**src/rtl/calc_pkg.sv**
```systemverilog
// Shared definitions for the calculator key sequencer: key codes, FSM encoding,
// ALU op codes and the sign-magnitude operand format with its digit-entry helpers.
package calc_pkg;

  localparam logic [7:0] KEY_DIGIT_MAX = 8'h09;
  localparam logic [7:0] KEY_NEG       = 8'h0D;
  localparam logic [7:0] KEY_SEL_A     = 8'h0F;
  localparam logic [7:0] KEY_CLEAR     = 8'h10;
  localparam logic [7:0] KEY_POWER     = 8'h12;
  localparam logic [7:0] KEY_SEL_B     = 8'h13;
  localparam logic [7:0] KEY_ADD       = 8'h1A;
  localparam logic [7:0] KEY_SUB       = 8'h1E;

  localparam logic [2:0] ALU_ADD = 3'd0;
  localparam logic [2:0] ALU_SUB = 3'd1;

  typedef enum logic [3:0] {
    ST_OFF       = 4'd0,
    ST_IDLE      = 4'd1,
    ST_A_TENS    = 4'd2,
    ST_A_UNITS   = 4'd3,
    ST_A_SIGN    = 4'd4,
    ST_B_TENS    = 4'd5,
    ST_B_UNITS   = 4'd6,
    ST_B_SIGN    = 4'd7,
    ST_EXEC_WAIT = 4'd8
  } state_t;

  typedef struct packed {
    logic       sign;
    logic [6:0] mag;
  } smag_t;

  localparam smag_t OPND_BLANK = '{sign: 1'b1, mag: 7'h7F};
  localparam smag_t OPND_ZERO  = '{sign: 1'b0, mag: 7'd0};

  function automatic logic is_digit(input logic [7:0] c);
    return c <= KEY_DIGIT_MAX;
  endfunction

  // Recognised non-digit keys; anything else is ignored everywhere.
  function automatic logic is_command(input logic [7:0] c);
    return (c == KEY_NEG) || (c == KEY_SEL_A) || (c == KEY_CLEAR) ||
           (c == KEY_POWER) || (c == KEY_SEL_B) || (c == KEY_ADD) ||
           (c == KEY_SUB);
  endfunction

  function automatic smag_t smag_first(input logic [3:0] d);
    smag_t v;
    v.sign = 1'b0;
    v.mag  = 7'(d);
    return v;
  endfunction

  // Tens digit is at most 9 here, so 10*d+u never exceeds 99.
  function automatic smag_t smag_append(input smag_t x, input logic [3:0] u);
    smag_t v;
    v.sign = x.sign;
    v.mag  = 7'((x.mag * 7'd10) + 7'(u));
    return v;
  endfunction

  // Negative zero is never produced.
  function automatic smag_t smag_negate(input smag_t x);
    smag_t v;
    v.mag  = x.mag;
    v.sign = (x.mag != 7'd0) ? ~x.sign : 1'b0;
    return v;
  endfunction

endpackage

```
**src/rtl/calc_wait_timer.sv**
```systemverilog
// Loadable down-counter shared by the digit timeout and the ALU settle wait.
module calc_wait_timer #(
  parameter int unsigned CNT_W = 8
) (
  input  logic             clk,
  input  logic             rst,
  input  logic             i_load,
  input  logic [CNT_W-1:0] i_load_val,
  input  logic             i_count,
  output logic             o_done_c
);

  logic [CNT_W-1:0] r_cnt;

  always_ff @(posedge clk or posedge rst) begin
    if (rst) begin
      r_cnt <= '0;
    end else if (i_load) begin
      r_cnt <= i_load_val;
    end else if (i_count && (r_cnt != '0)) begin
      r_cnt <= r_cnt - CNT_W'(1);
    end
  end

  assign o_done_c = (r_cnt == '0);

endmodule

```
**src/rtl/calc_key_sequencer.sv**
```systemverilog
// Remote-key sequencer for a two-operand calculator: digit entry, sign toggle,
// power control and ALU hand-off with a fixed settle wait.
module calc_key_sequencer
  import calc_pkg::*;
#(
  parameter int unsigned DIGIT_TIMEOUT = 50000000,
  parameter int unsigned ALU_LATENCY   = 2
) (
  input  logic       clk,
  input  logic       rst,
  input  logic       cmd_valid,
  input  logic [7:0] cmd,
  input  logic [8:0] alu_result,
  output logic [7:0] operand_a,
  output logic [7:0] operand_b,
  output logic [2:0] alu_op,
  output logic [8:0] result,
  output logic       result_valid,
  output logic       power_on,
  output logic [3:0] state_dbg
);

  localparam int unsigned MAX_WAIT   = (DIGIT_TIMEOUT > ALU_LATENCY) ? DIGIT_TIMEOUT : ALU_LATENCY;
  localparam int unsigned CNT_W      = (MAX_WAIT < 2) ? 1 : $clog2(MAX_WAIT + 1);
  // Load one less so a digit is accepted on any of the DIGIT_TIMEOUT edges after the tens digit.
  localparam int unsigned DIGIT_LOAD = (DIGIT_TIMEOUT > 0) ? DIGIT_TIMEOUT - 1 : 0;

  state_t     r_state, w_state_nxt;
  smag_t      r_a, r_b, w_a_nxt, w_b_nxt;
  smag_t      w_opnd_cur, w_opnd_upd;
  logic       w_opnd_we, w_is_b;
  logic [2:0] r_op, w_op_nxt;
  logic [8:0] r_result, w_result_nxt;
  logic       r_result_valid, w_result_valid_nxt;
  logic       r_power, w_power_nxt;
  logic       w_key_power, w_key_digit, w_key_neg, w_key_other;
  logic       w_tmr_load, w_tmr_count, w_tmr_done;
  logic [CNT_W-1:0] w_tmr_val;

  assign w_key_power = cmd_valid && (cmd == KEY_POWER);
  assign w_key_digit = cmd_valid && is_digit(cmd);
  assign w_key_neg   = cmd_valid && (cmd == KEY_NEG);
  assign w_key_other = cmd_valid && is_command(cmd);

  assign w_is_b     = (r_state == ST_B_TENS) || (r_state == ST_B_UNITS) || (r_state == ST_B_SIGN);
  assign w_opnd_cur = w_is_b ? r_b : r_a;

  always_ff @(posedge clk or posedge rst) begin
    if (rst) r_state <= ST_OFF;
    else     r_state <= w_state_nxt;
  end

  always_comb begin
    w_state_nxt = r_state;
    if (w_key_power) begin
      w_state_nxt = (r_state == ST_OFF) ? ST_IDLE : ST_OFF;
    end else begin
      case (r_state)
        ST_OFF: ;
        ST_IDLE: begin
          if (cmd_valid) begin
            case (cmd)
              KEY_SEL_A, KEY_CLEAR: w_state_nxt = ST_A_TENS;
              KEY_SEL_B:            w_state_nxt = ST_B_TENS;
              KEY_ADD, KEY_SUB:     w_state_nxt = ST_EXEC_WAIT;
              default: ;
            endcase
          end
        end
        ST_A_TENS:    if (w_key_digit) w_state_nxt = ST_A_UNITS;
        ST_A_UNITS:   if (w_key_digit || w_tmr_done) w_state_nxt = ST_A_SIGN;
        ST_A_SIGN:    if (w_key_other) w_state_nxt = ST_IDLE;
        ST_B_TENS:    if (w_key_digit) w_state_nxt = ST_B_UNITS;
        ST_B_UNITS:   if (w_key_digit || w_tmr_done) w_state_nxt = ST_B_SIGN;
        ST_B_SIGN:    if (w_key_other) w_state_nxt = ST_IDLE;
        ST_EXEC_WAIT: if (w_tmr_done) w_state_nxt = ST_IDLE;
        default:      w_state_nxt = ST_OFF;
      endcase
    end
  end

  // Next values of the registered outputs and timer control.
  always_comb begin
    w_a_nxt            = r_a;
    w_b_nxt            = r_b;
    w_op_nxt           = r_op;
    w_result_nxt       = r_result;
    w_result_valid_nxt = 1'b0;
    w_power_nxt        = r_power;
    w_opnd_upd         = w_opnd_cur;
    w_opnd_we          = 1'b0;
    w_tmr_load         = 1'b0;
    w_tmr_val          = '0;
    w_tmr_count        = (r_state == ST_A_UNITS) || (r_state == ST_B_UNITS) ||
                         (r_state == ST_EXEC_WAIT);
    if (w_key_power) begin
      if (r_state == ST_OFF) begin
        w_power_nxt = 1'b1;
        w_a_nxt     = OPND_ZERO;
        w_b_nxt     = OPND_ZERO;
        w_op_nxt    = ALU_ADD;
      end else begin
        w_power_nxt = 1'b0;
        w_a_nxt     = OPND_BLANK;
        w_b_nxt     = OPND_BLANK;
      end
    end else begin
      case (r_state)
        ST_IDLE: begin
          if (cmd_valid) begin
            case (cmd)
              KEY_SEL_A: w_a_nxt = OPND_ZERO;
              KEY_SEL_B: w_b_nxt = OPND_ZERO;
              KEY_CLEAR: begin
                w_a_nxt      = OPND_ZERO;
                w_b_nxt      = OPND_ZERO;
                w_result_nxt = '0;
              end
              KEY_ADD, KEY_SUB: begin
                w_op_nxt   = (cmd == KEY_ADD) ? ALU_ADD : ALU_SUB;
                w_tmr_load = 1'b1;
                w_tmr_val  = CNT_W'(ALU_LATENCY);
              end
              default: ;
            endcase
          end
        end
        ST_A_TENS, ST_B_TENS: begin
          if (w_key_digit) begin
            w_opnd_upd = smag_first(cmd[3:0]);
            w_opnd_we  = 1'b1;
            w_tmr_load = 1'b1;
            w_tmr_val  = CNT_W'(DIGIT_LOAD);
          end
        end
        ST_A_UNITS, ST_B_UNITS: begin
          if (w_key_digit) begin
            w_opnd_upd = smag_append(w_opnd_cur, cmd[3:0]);
            w_opnd_we  = 1'b1;
          end
        end
        ST_A_SIGN, ST_B_SIGN: begin
          if (w_key_neg) begin
            w_opnd_upd = smag_negate(w_opnd_cur);
            w_opnd_we  = 1'b1;
          end
        end
        ST_EXEC_WAIT: begin
          if (w_tmr_done) begin
            w_result_nxt       = alu_result;
            w_result_valid_nxt = 1'b1;
          end
        end
        default: ;
      endcase
      if (w_opnd_we) begin
        if (w_is_b) w_b_nxt = w_opnd_upd;
        else        w_a_nxt = w_opnd_upd;
      end
    end
  end

  always_ff @(posedge clk or posedge rst) begin
    if (rst) begin
      r_a            <= OPND_BLANK;
      r_b            <= OPND_BLANK;
      r_op           <= ALU_ADD;
      r_result       <= '0;
      r_result_valid <= 1'b0;
      r_power        <= 1'b0;
    end else begin
      r_a            <= w_a_nxt;
      r_b            <= w_b_nxt;
      r_op           <= w_op_nxt;
      r_result       <= w_result_nxt;
      r_result_valid <= w_result_valid_nxt;
      r_power        <= w_power_nxt;
    end
  end

  calc_wait_timer #(
    .CNT_W (CNT_W)
  ) u_wait_timer (
    .clk        (clk),
    .rst        (rst),
    .i_load     (w_tmr_load),
    .i_load_val (w_tmr_val),
    .i_count    (w_tmr_count),
    .o_done_c   (w_tmr_done)
  );

  assign operand_a    = r_a;
  assign operand_b    = r_b;
  assign alu_op       = r_op;
  assign result       = r_result;
  assign result_valid = r_result_valid;
  assign power_on     = r_power;
  assign state_dbg    = r_state;

endmodule

```
**config.mk**
```make
export PLATFORM = sky130hd
export DESIGN_NAME = calc_key_sequencer
export DESIGN_NICKNAME = d
export VERILOG_FILES = /design/src/rtl/calc_pkg.sv /design/src/rtl/calc_wait_timer.sv /design/src/rtl/calc_key_sequencer.sv
export SDC_FILE = /design/constraint.sdc
export NUM_CORES = 1
export LEC_CHECK = 0
export CAP_MARGIN = 20
export CORE_ASPECT_RATIO = 0.75
export CORE_UTILIZATION = 45
export DETAILED_ROUTE_END_ITERATION = 10
export PLACE_DENSITY = 0.68
export SYNTH_ARGS = -nofsm -noshare
export SYNTH_HDL_FRONTEND = slang
export SYNTH_SLANG_ARGS = --single-unit
```
**constraint.sdc**
```tcl
create_clock -name clk -period 6.9 [get_ports clk]
set_clock_uncertainty 0.05 [all_clocks]
set_input_delay 1.38 -clock clk [delete_from_list [all_inputs] [get_ports clk]]
set_output_delay 1.38 -clock clk [all_outputs]
set_load 0.02 [all_outputs]
```
# Word-level counts from Yosys, hierarchy flattened
# Index checks and enable logic that the tools add are counted.
# word_totals
regBits,60
inputBits,20
output_inout_bits,34
elab_cells,138
# classes
add_sub_neg,2
n_mul,1
n_lt_le_gt_ge,1
n_eq_ne,28
n_mux,59
bitwise,2
reduce_logical,35
# ops
cell,n
$mux 8,16
$mux 26,4
$pmux 26 s2,1
$eq 8x5->1 const B,5
$mux 4,8
$pmux 4 s8,1
$mux 9,3
$logic_not 26->1,1
$reduce_bool 26->1,1
$sub 26x1->26 const B,1
$pmux 8 s3,1
$pmux 9 s2,1
$eq 4x3->1 const B,4
$eq 8x4->1 const B,2
$mux 3,5
$ne 3x3->1 const B,5
$mux 1,13
$pmux 4 s3,1
$reduce_or 2->1,6
$logic_or 1x1->1,11
$reduce_bool 2->1,5
$reduce_and 9->1,1
$eq 4x2->1 const B,2
$le 8x4->1 const B,1
other kinds (19),29

# Depth between registers and ports, before layout
# Gate-level depths: netlist (run 1).
# logic_depth
depth_word,11
mapped_depth,14
depth_no_buf,12

# By module
# A second synthesis (run 1) with hierarchy kept.
# hier_totals
cells_unflattened,483
hier_area_um2,4220.3
# modules_own_cells
mod,n_inst,cells_each,area_per_inst_um2,seq_area_each_um2
calc_key_sequencer,1,299,2447.3,820.8
calc_wait_timer,1,184,1773.0,650.6

# Least setup slack after synthesis (run 1)
# Ideal clock, no wire load.
# synth_timing
kind,register -> register
startpoint,register r_state[2] (netlist: state_dbg[2])
endpoint,register r_a (netlist bit operand_a[6])
setup_ns,0.083
arrival_ns,3.248
required_time_ns,6.767
path_slack_ns,3.518
path_stages_with_launch,14
n_path_buf,1
synth_period_minus_slack_ns,3.382
path_cell_list,dfrtp_1 > buf_2 > nand2b_1 > nor2_2 > mux2_2 > xnor2_1 > ha_1 > inv_1 > fa_1 > nor3b_1 > xnor2_1 > xor2_1 > o31ai_1 > a221o_1
# synth_lines
element,line,source
from (decl),calc_key_sequencer.sv:28,"state_t r_state, w_state_nxt;"
from (signal assigned),calc_key_sequencer.sv:50,else r_state <= w_state_nxt;
to (signal assigned),calc_key_sequencer.sv:172,r_a <= w_a_nxt;
to (decl),calc_key_sequencer.sv:29,"smag_t r_a, r_b, w_a_nxt, w_b_nxt;"

==> metrics.md, run 1 <==
| Metric | Value |
|---|---|
| Status | finished, final reports clean |
| Worst-skew pair later-pin latency | 0.33 ns |
| Worst setup EP type | register |
| Category of the worst setup path launch point | register |
| Yosys Warn Count | 0 |
| CP Data Required Time | 7.10 ns |
| Critical path peak fanout | 24 |
| Critical Path, Cell by Cell | nand2b_1 > nor2_2 > mux2_2 > xnor2_1 > ha_1 > inv_1 > fa_1 > nor3b_1 > xnor2_1 > xor2_1 > o31ai_1 > a221o_1 |
| Worst path arrival time | 4.32 ns |
| Wire length of the first global-routing pass | 17.8 mm |
| Placeable core area | 8450 um2 |
| Cell type contributing the most total cell area after synthesis | dfrtp_1 |
| Commonest cells after routing, fill and taps aside | nand2_1, clkdlybuf4s50_1, dfrtp_1, nor2_1, o21ai_0 |
| Deepest clock path buffer count | 2 |
| Clock tree from TritonCTS | yes |
| Placer congestion estimate | 0.952 |
| Post-Route Setup TNS | 0 ns |
| Leakage | 1.81 nW |
| Final Hold Violating Endpoints | 0 |
| Maximum cell stage delay along the critical path | 0.66 ns |
| Count of standard-cell rows | 29 |
| Final worst slack | 2.78 ns |
| Part of the power in the clock network | 31.5% |
| Die area | 9090 um2 |
| Deepest level of the CTS H-tree | 3 |
| Post-placement worst setup slack | 2.59 ns |
| Slew HR | 45.5% |
| Final-report max-slew violation count | 0 |
| Via/cell ratio | 6.05 |
| RSZ-0062 raised after global routing | false |
| Power Total | 1.66 mW |
| Kind of critical path | reg -> reg |
| Number of enable-type register cells in the synthesized netlist | 0 |
| Sw Pwr | 0.611 mW |
| Actual slew at the worst max-slew pin | 0.811 ns |
| Y dimension of the die | 82.8 um |
| Count of filler cells inserted in the layout | 733 |
| # DRC | 0 |
| Initial standard-cell utilization of the core | 46.4% |
| GRT Residual Overflow | 0 |
| Buffers inserted during post-CTS setup optimization | 0 |
| Vias | 3,643 |
| Net Sw Frac | 36.9% |
| Initial DRC count | 321 |
| Number of distinct standard cells referenced by the synthesized netlist | 72 |
| First-pass iteration count of the detailed router | 5 |
| Number of setup violations in the final report | 0 |
| Max-cap violations | 0 |
| Internal Pwr Total | 1.04 mW |
| Area share of the largest cell type after synthesis | 26.8% |
| Count of hold-fix buffers inserted at cts | 0 |
| Total buffers and inverters traversed by the critical path | 1 |
| Remaining antenna violation count after routing | 0 |
| Wire length reported by the detailed router | 10.9 mm |
| Sinks on Clock Net | 58 |
| Via count of the first global-routing pass | 3,398 |
| Average routed wire per standard cell | 18.0 um |
| Sequential group share of total power | 33.0% |
| Antenna violations before repair | 0 |
| IR Drop Worst-Case VDD | 0.172 mV |
| Cell family with the largest share of critical-path delay | simple AND/OR/NAND/NOR gates |
| Final worst hold slack | 0.418 ns |
| Synth-to-layout area growth | 24.1% |
| Worst path most repeated cell | xnor2_1 |
| Share of synthesized area occupied by flip-flops and latches | 37.5% |
| Number of inserted diodes | 0 |
| Commonest register cell after synthesis | dfrtp_1 |
| Count of buffers inserted at the top-level ports | 51 |
| Minimum clock period | 4.12 ns |
| Proportion of power drawn by combinational gates | 35.4% |
| Clock-pin transition on the worst setup and hold timing paths | 0.06 ns |
| Maximum number of pins on one net before global-route repair | 59 |
| Cell with the largest stage delay on the worst path | dfrtp_1 |
| Total routing usage reported by global routing | 25.5% |
| Clock root buffer | clkbuf_16 |
| Post-synthesis area per instance | 8.85 um2 |
| Pwr Density | 340 nW/um2 |
| Post-synth ARST share | 100% |
| # nets final | 516 |
| Fraction of final layout cells sized beyond drive strength 1 | 13.4% |
| Post-Synthesis Cells | 443 |
| HPWL after detailed placement | 7.70 mm |
| Class of the tightest hold or removal check | reg -> reg |
| Die span in x | 110 um |
| Number of instances resized during post-cts repair | 0 |
| Netlist Area Pre-Place | 3920 um2 |
| Synthesis-stage register bit count | 58 |
| Fmax | 243 MHz |
| Ranking of synthesized cells by area | dfrtp_1, dfstp_2, nand2_1 |
| Number of primary I/O pins | 54 |
| TritonCTS buffer count | 9 |
| Most common cell after layout, fill and taps aside | nand2_1 |
| Period Utilization, post-route | 59.7% |
registers in the layout, indices dropped and copies added, names as in the netlist:
| signal | cells |
|---|---|
| alu_op | 1 |
| operand_a | 8 |
| operand_b | 8 |
| power_on | 1 |
| result | 9 |
| result_valid | 1 |
| state_dbg | 4 |
| u_wait_timer.r_cnt | 26 |
tightest hold or removal path, cell delays in order (launching register included):
cell	delay [ns]
dfrtp_1	0.33
nand2_1	0.05
nand2_1	0.05
cells by family (layout without fill, tap and decap cells):
family / after synthesis / after routing / share of synthesized area [%]
xor gates and xnor gates: 36 / 36 / 8.39
AOI/OAI and AO/OA: 107 / 107 / 17.8
and+or+nand+nor: 196 / 196 / 27.6
DFF: 58 / 58 / 37.5
other: 1 / 2 / 0.0957
buffers and inverters: 29 / 79 / 3.16
adders and majority gates: 7 / 7 / 2.62
muxes: 9 / 9 / 2.74
path summary, 6_finish.rpt:
check | from | endpoint | slack, ns | cells past startpoint
setup reg to reg | state_dbg[3] | operand_a[6] | 2.78 | 12
min in group asynchronous | rst | u_wait_timer.r_cnt[2] | 1.53 | 3
hold reg to reg | result[8] | result[8] | 0.42 | 2
hold / removal | result[8] | result[8] | 0.42 | 2
setup / recovery | state_dbg[3] | operand_a[6] | 2.78 | 12
max in group asynchronous | rst | u_wait_timer.r_cnt[3] | 4.80 | 3
power by group through the flow:
stage          Sequential [mW]  Combinational (mW)  Clock [mW]
6_report                 0.547               0.587       0.522
4_1_cts                  0.544               0.579       0.529
2_1_floorplan            0.536               0.401           0
3_5_place_dp             0.547               0.574           0
5_1_grt                  0.558               0.639       0.544
3_3_place_gp             0.544               0.565           0
layer usage:
metal	share of wire (%)	vias to the layer above	GRT usage [%]	wire (um)
li1	-	1697	-	-
met1	49	1753	41.2	5290
met2	42	183	34.3	4540
met3	8.7	10	5.57	944
met4	0.91	0	5.33	99
met5	0	-	0	0
synth_stat cells (6+ instances only):
library cell and n:
nand2_1 56, dfrtp_1 42, nor2_1 41, o21ai_0 33, a21oi_1 21, xnor2_1 20
dfstp_2 16, nand3_1 16, xor2_1 15, clkbuf_1 14, nor3_1 14, inv_1 7
nand3b_1 7, buf_2 6, nand4_1 6, or3_1 6
cell type report:
type                    count  area (um2)  share of cell area, %
clock buffers               9         225                   4.63
clock inverters             7         125                   2.57
flip-flops and latches     58        1470                   30.2
multi-input cells         357        2330                   48.0
inverters                   7        26.3                  0.540
well taps                 108         135                   2.78
repair buffers             56         548                   11.3
per-stage QoR:
stage / area (um2) / util (%) / instances
final: 4870 / 57.6 / 602
after global routing: 4870 / 57.6 / 602
after CTS: 4860 / 57.5 / 601
after detailed placement: 4510 / 53.3 / 585
after global placement: 4510 / 53.3 / 585
after floorplan: 3920 / - / 444
No activity file was read; power rests on OpenSTA's default activity.
==> run 2: changes to the inputs <==
==> constraint.sdc (replaced) <==
create_clock -name clk -period 4.3 [get_ports clk]
set_clock_uncertainty 0.05 [all_clocks]
set_input_delay 0.86 -clock clk [delete_from_list [all_inputs] [get_ports clk]]
set_output_delay 0.86 -clock clk [all_outputs]
set_load 0.02 [all_outputs]
==> metrics.md, run 2 (synthesized netlist as in run 1, its figures left out) <==
| Metric | Value |
|---|---|
| Category of the worst setup path launch point | register |
| Most flop-heavy register | u_wait_timer.r_cnt |
| Period Utilization, post-route | 86.9% |
| Via/cell ratio | 6.00 |
| Cell Area, Placed | 4550 um2 |
| Worst-skew pair later-pin latency | 0.33 ns |
| Vias | 3,650 |
| Fraction of final layout cells sized beyond drive strength 1 | 14.4% |
| Count of filler cells inserted in the layout | 721 |
| Via count of the first global-routing pass | 3,523 |
| Fmax | 268 MHz |
| Count of buffers inserted at the top-level ports | 51 |
| Buffers inserted during post-CTS setup optimization | 0 |
| Remaining antenna violation count after routing | 0 |
| Placer congestion estimate | 1.02 |
| Actual slew at the worst max-slew pin | 0.838 ns |
| CP Data Required Time | 4.51 ns |
| HPWL after detailed placement | 7.84 mm |
| Number of instances resized during post-cts repair | 0 |
| Placeable core area | 8450 um2 |
| Worst path arrival time | 3.94 ns |
| Deepest level of the CTS H-tree | 3 |
| Max-cap violations | 0 |
| Final-report max-slew violation count | 0 |
| Sinks on Clock Net | 58 |
| First-pass iteration count of the detailed router | 5 |
| Initial DRC count | 310 |
| Most common cell after layout, fill and taps aside | nand2_1 |
| Pwr Density | 534 nW/um2 |
| Commonest cells after routing, fill and taps aside | nand2_1, clkdlybuf4s50_1, dfrtp_1, nor2_1, o21ai_0 |
| Count of hold-fix buffers inserted at cts | 0 |
| # DRC | 0 |
| Clock-pin transition on the worst setup and hold timing paths | 0.06 ns |
| Die area | 9090 um2 |
| Clock root buffer | clkbuf_16 |
| Final Hold Violating Endpoints | 0 |
| Slew HR | 43.7% |
| Average routed wire per standard cell | 18.3 um |
| Kind of critical path | reg -> reg |
| Initial standard-cell utilization of the core | 46.4% |
| Filler-free cell count of the finished design | 608 |
| Number of setup violations in the final report | 0 |
| Minimum clock period | 3.74 ns |
| Wire length reported by the detailed router | 11.1 mm |
| GRT Residual Overflow | 0 |
| Die span in x | 110 um |
| Number of cells after detailed placement | 591 |
| Deepest clock path buffer count | 2 |
| # nets final | 522 |
| Critical path peak fanout | 8 |
| Synth-to-layout area growth | 25.0% |
| Number of primary I/O pins | 54 |
| Leakage | 1.84 nW |
| Y dimension of the die | 82.8 um |
| Finished Cell Area | 4900 um2 |
| Worst setup EP type | register |
| Number of inserted diodes | 0 |
| Final worst hold slack | 0.416 ns |
| Count of standard-cell rows | 29 |
| Wire length of the first global-routing pass | 18.1 mm |
| Post-Route Setup TNS | 0 ns |
| Class of the tightest hold or removal check | reg -> reg |
| TritonCTS buffer count | 9 |
| Antenna violations before repair | 0 |
| IR Drop Worst-Case VDD | 0.358 mV |
| RSZ-0062 raised after global routing | false |
| Number of flip-flops under the largest register name | 26 |
| Maximum number of pins on one net before global-route repair | 51 |
| Status | finished, final reports clean |
| Clock tree from TritonCTS | yes |
| Total routing usage reported by global routing | 26.1% |
run 2: power breakdown:
part	internal (mW)	switching, mW	leakage (nW)	total [mW]
combinational	0.432	0.588	1.06	1.02
sequential	0.692	0.120	0.621	0.812
clock	0.512	0.272	0.156	0.784
total	1.64	0.979	1.84	2.62
run 2: final timing paths:
kind	startpoint	endpoint	slack [ns]	cells past startpoint
hold / removal	result[0]	result[0]	0.42	2
max in group asynchronous	rst	operand_a[7]	2.85	3
setup reg to reg	state_dbg[3]	operand_a[6]	0.56	12
hold reg to reg	result[0]	result[0]	0.42	2
setup / recovery	state_dbg[3]	operand_a[6]	0.56	12
min in group asynchronous	rst	power_on	0.78	2
run 2: critical path: stages (launching register included):
cell and delay, ns:
dfrtp_1 0.36, nand2b_1 0.27, nor2_2 0.47, mux2_2 0.47, xnor2_1 0.19, ha_1 0.17, inv_1 0.05, fa_1 0.46
nor3b_1 0.29, xnor2_1 0.17, xor2_1 0.27, o31ai_1 0.13, a221o_1 0.31
run 2: layout make-up:
class	instances	area [um2]	share of cell area, %
Tap cell	108	135	2.76
Clock inverter	7	103	2.09
Inverter	7	26.3	0.536
Multi-Input combinational cell	357	2330	47.6
Timing Repair Buffer	62	606	12.4
Clock buffer	9	225	4.60
Sequential cell	58	1470	30.0
run 2: metal layers:
| layer | vias to the layer above | share of wire [%] | track usage, % |
|---|---|---|---|
| li1 | 1705 | - | - |
| met3 | 16 | 9.4 | 5.65 |
| met4 | 0 | 1.4 | 8.24 |
| met1 | 1754 | 47 | 40.2 |
| met5 | - | 0 | 0 |
| met2 | 175 | 42 | 36.0 |
run 2: per-stage QoR:
| step | power (mW) | setup slack (ns) | utilization [%] |
|---|---|---|---|
| global placement | 1.79 | 0.474 | 53.9 |
| CTS | 2.61 | 0.607 | 57.7 |
| global route | 2.76 | 0.389 | 58.0 |
| finish | 2.62 | 0.565 | 58.0 |
| floorplan | 1.50 | 0.918 | - |
| detailed placement | 1.81 | 0.451 | 53.9 |
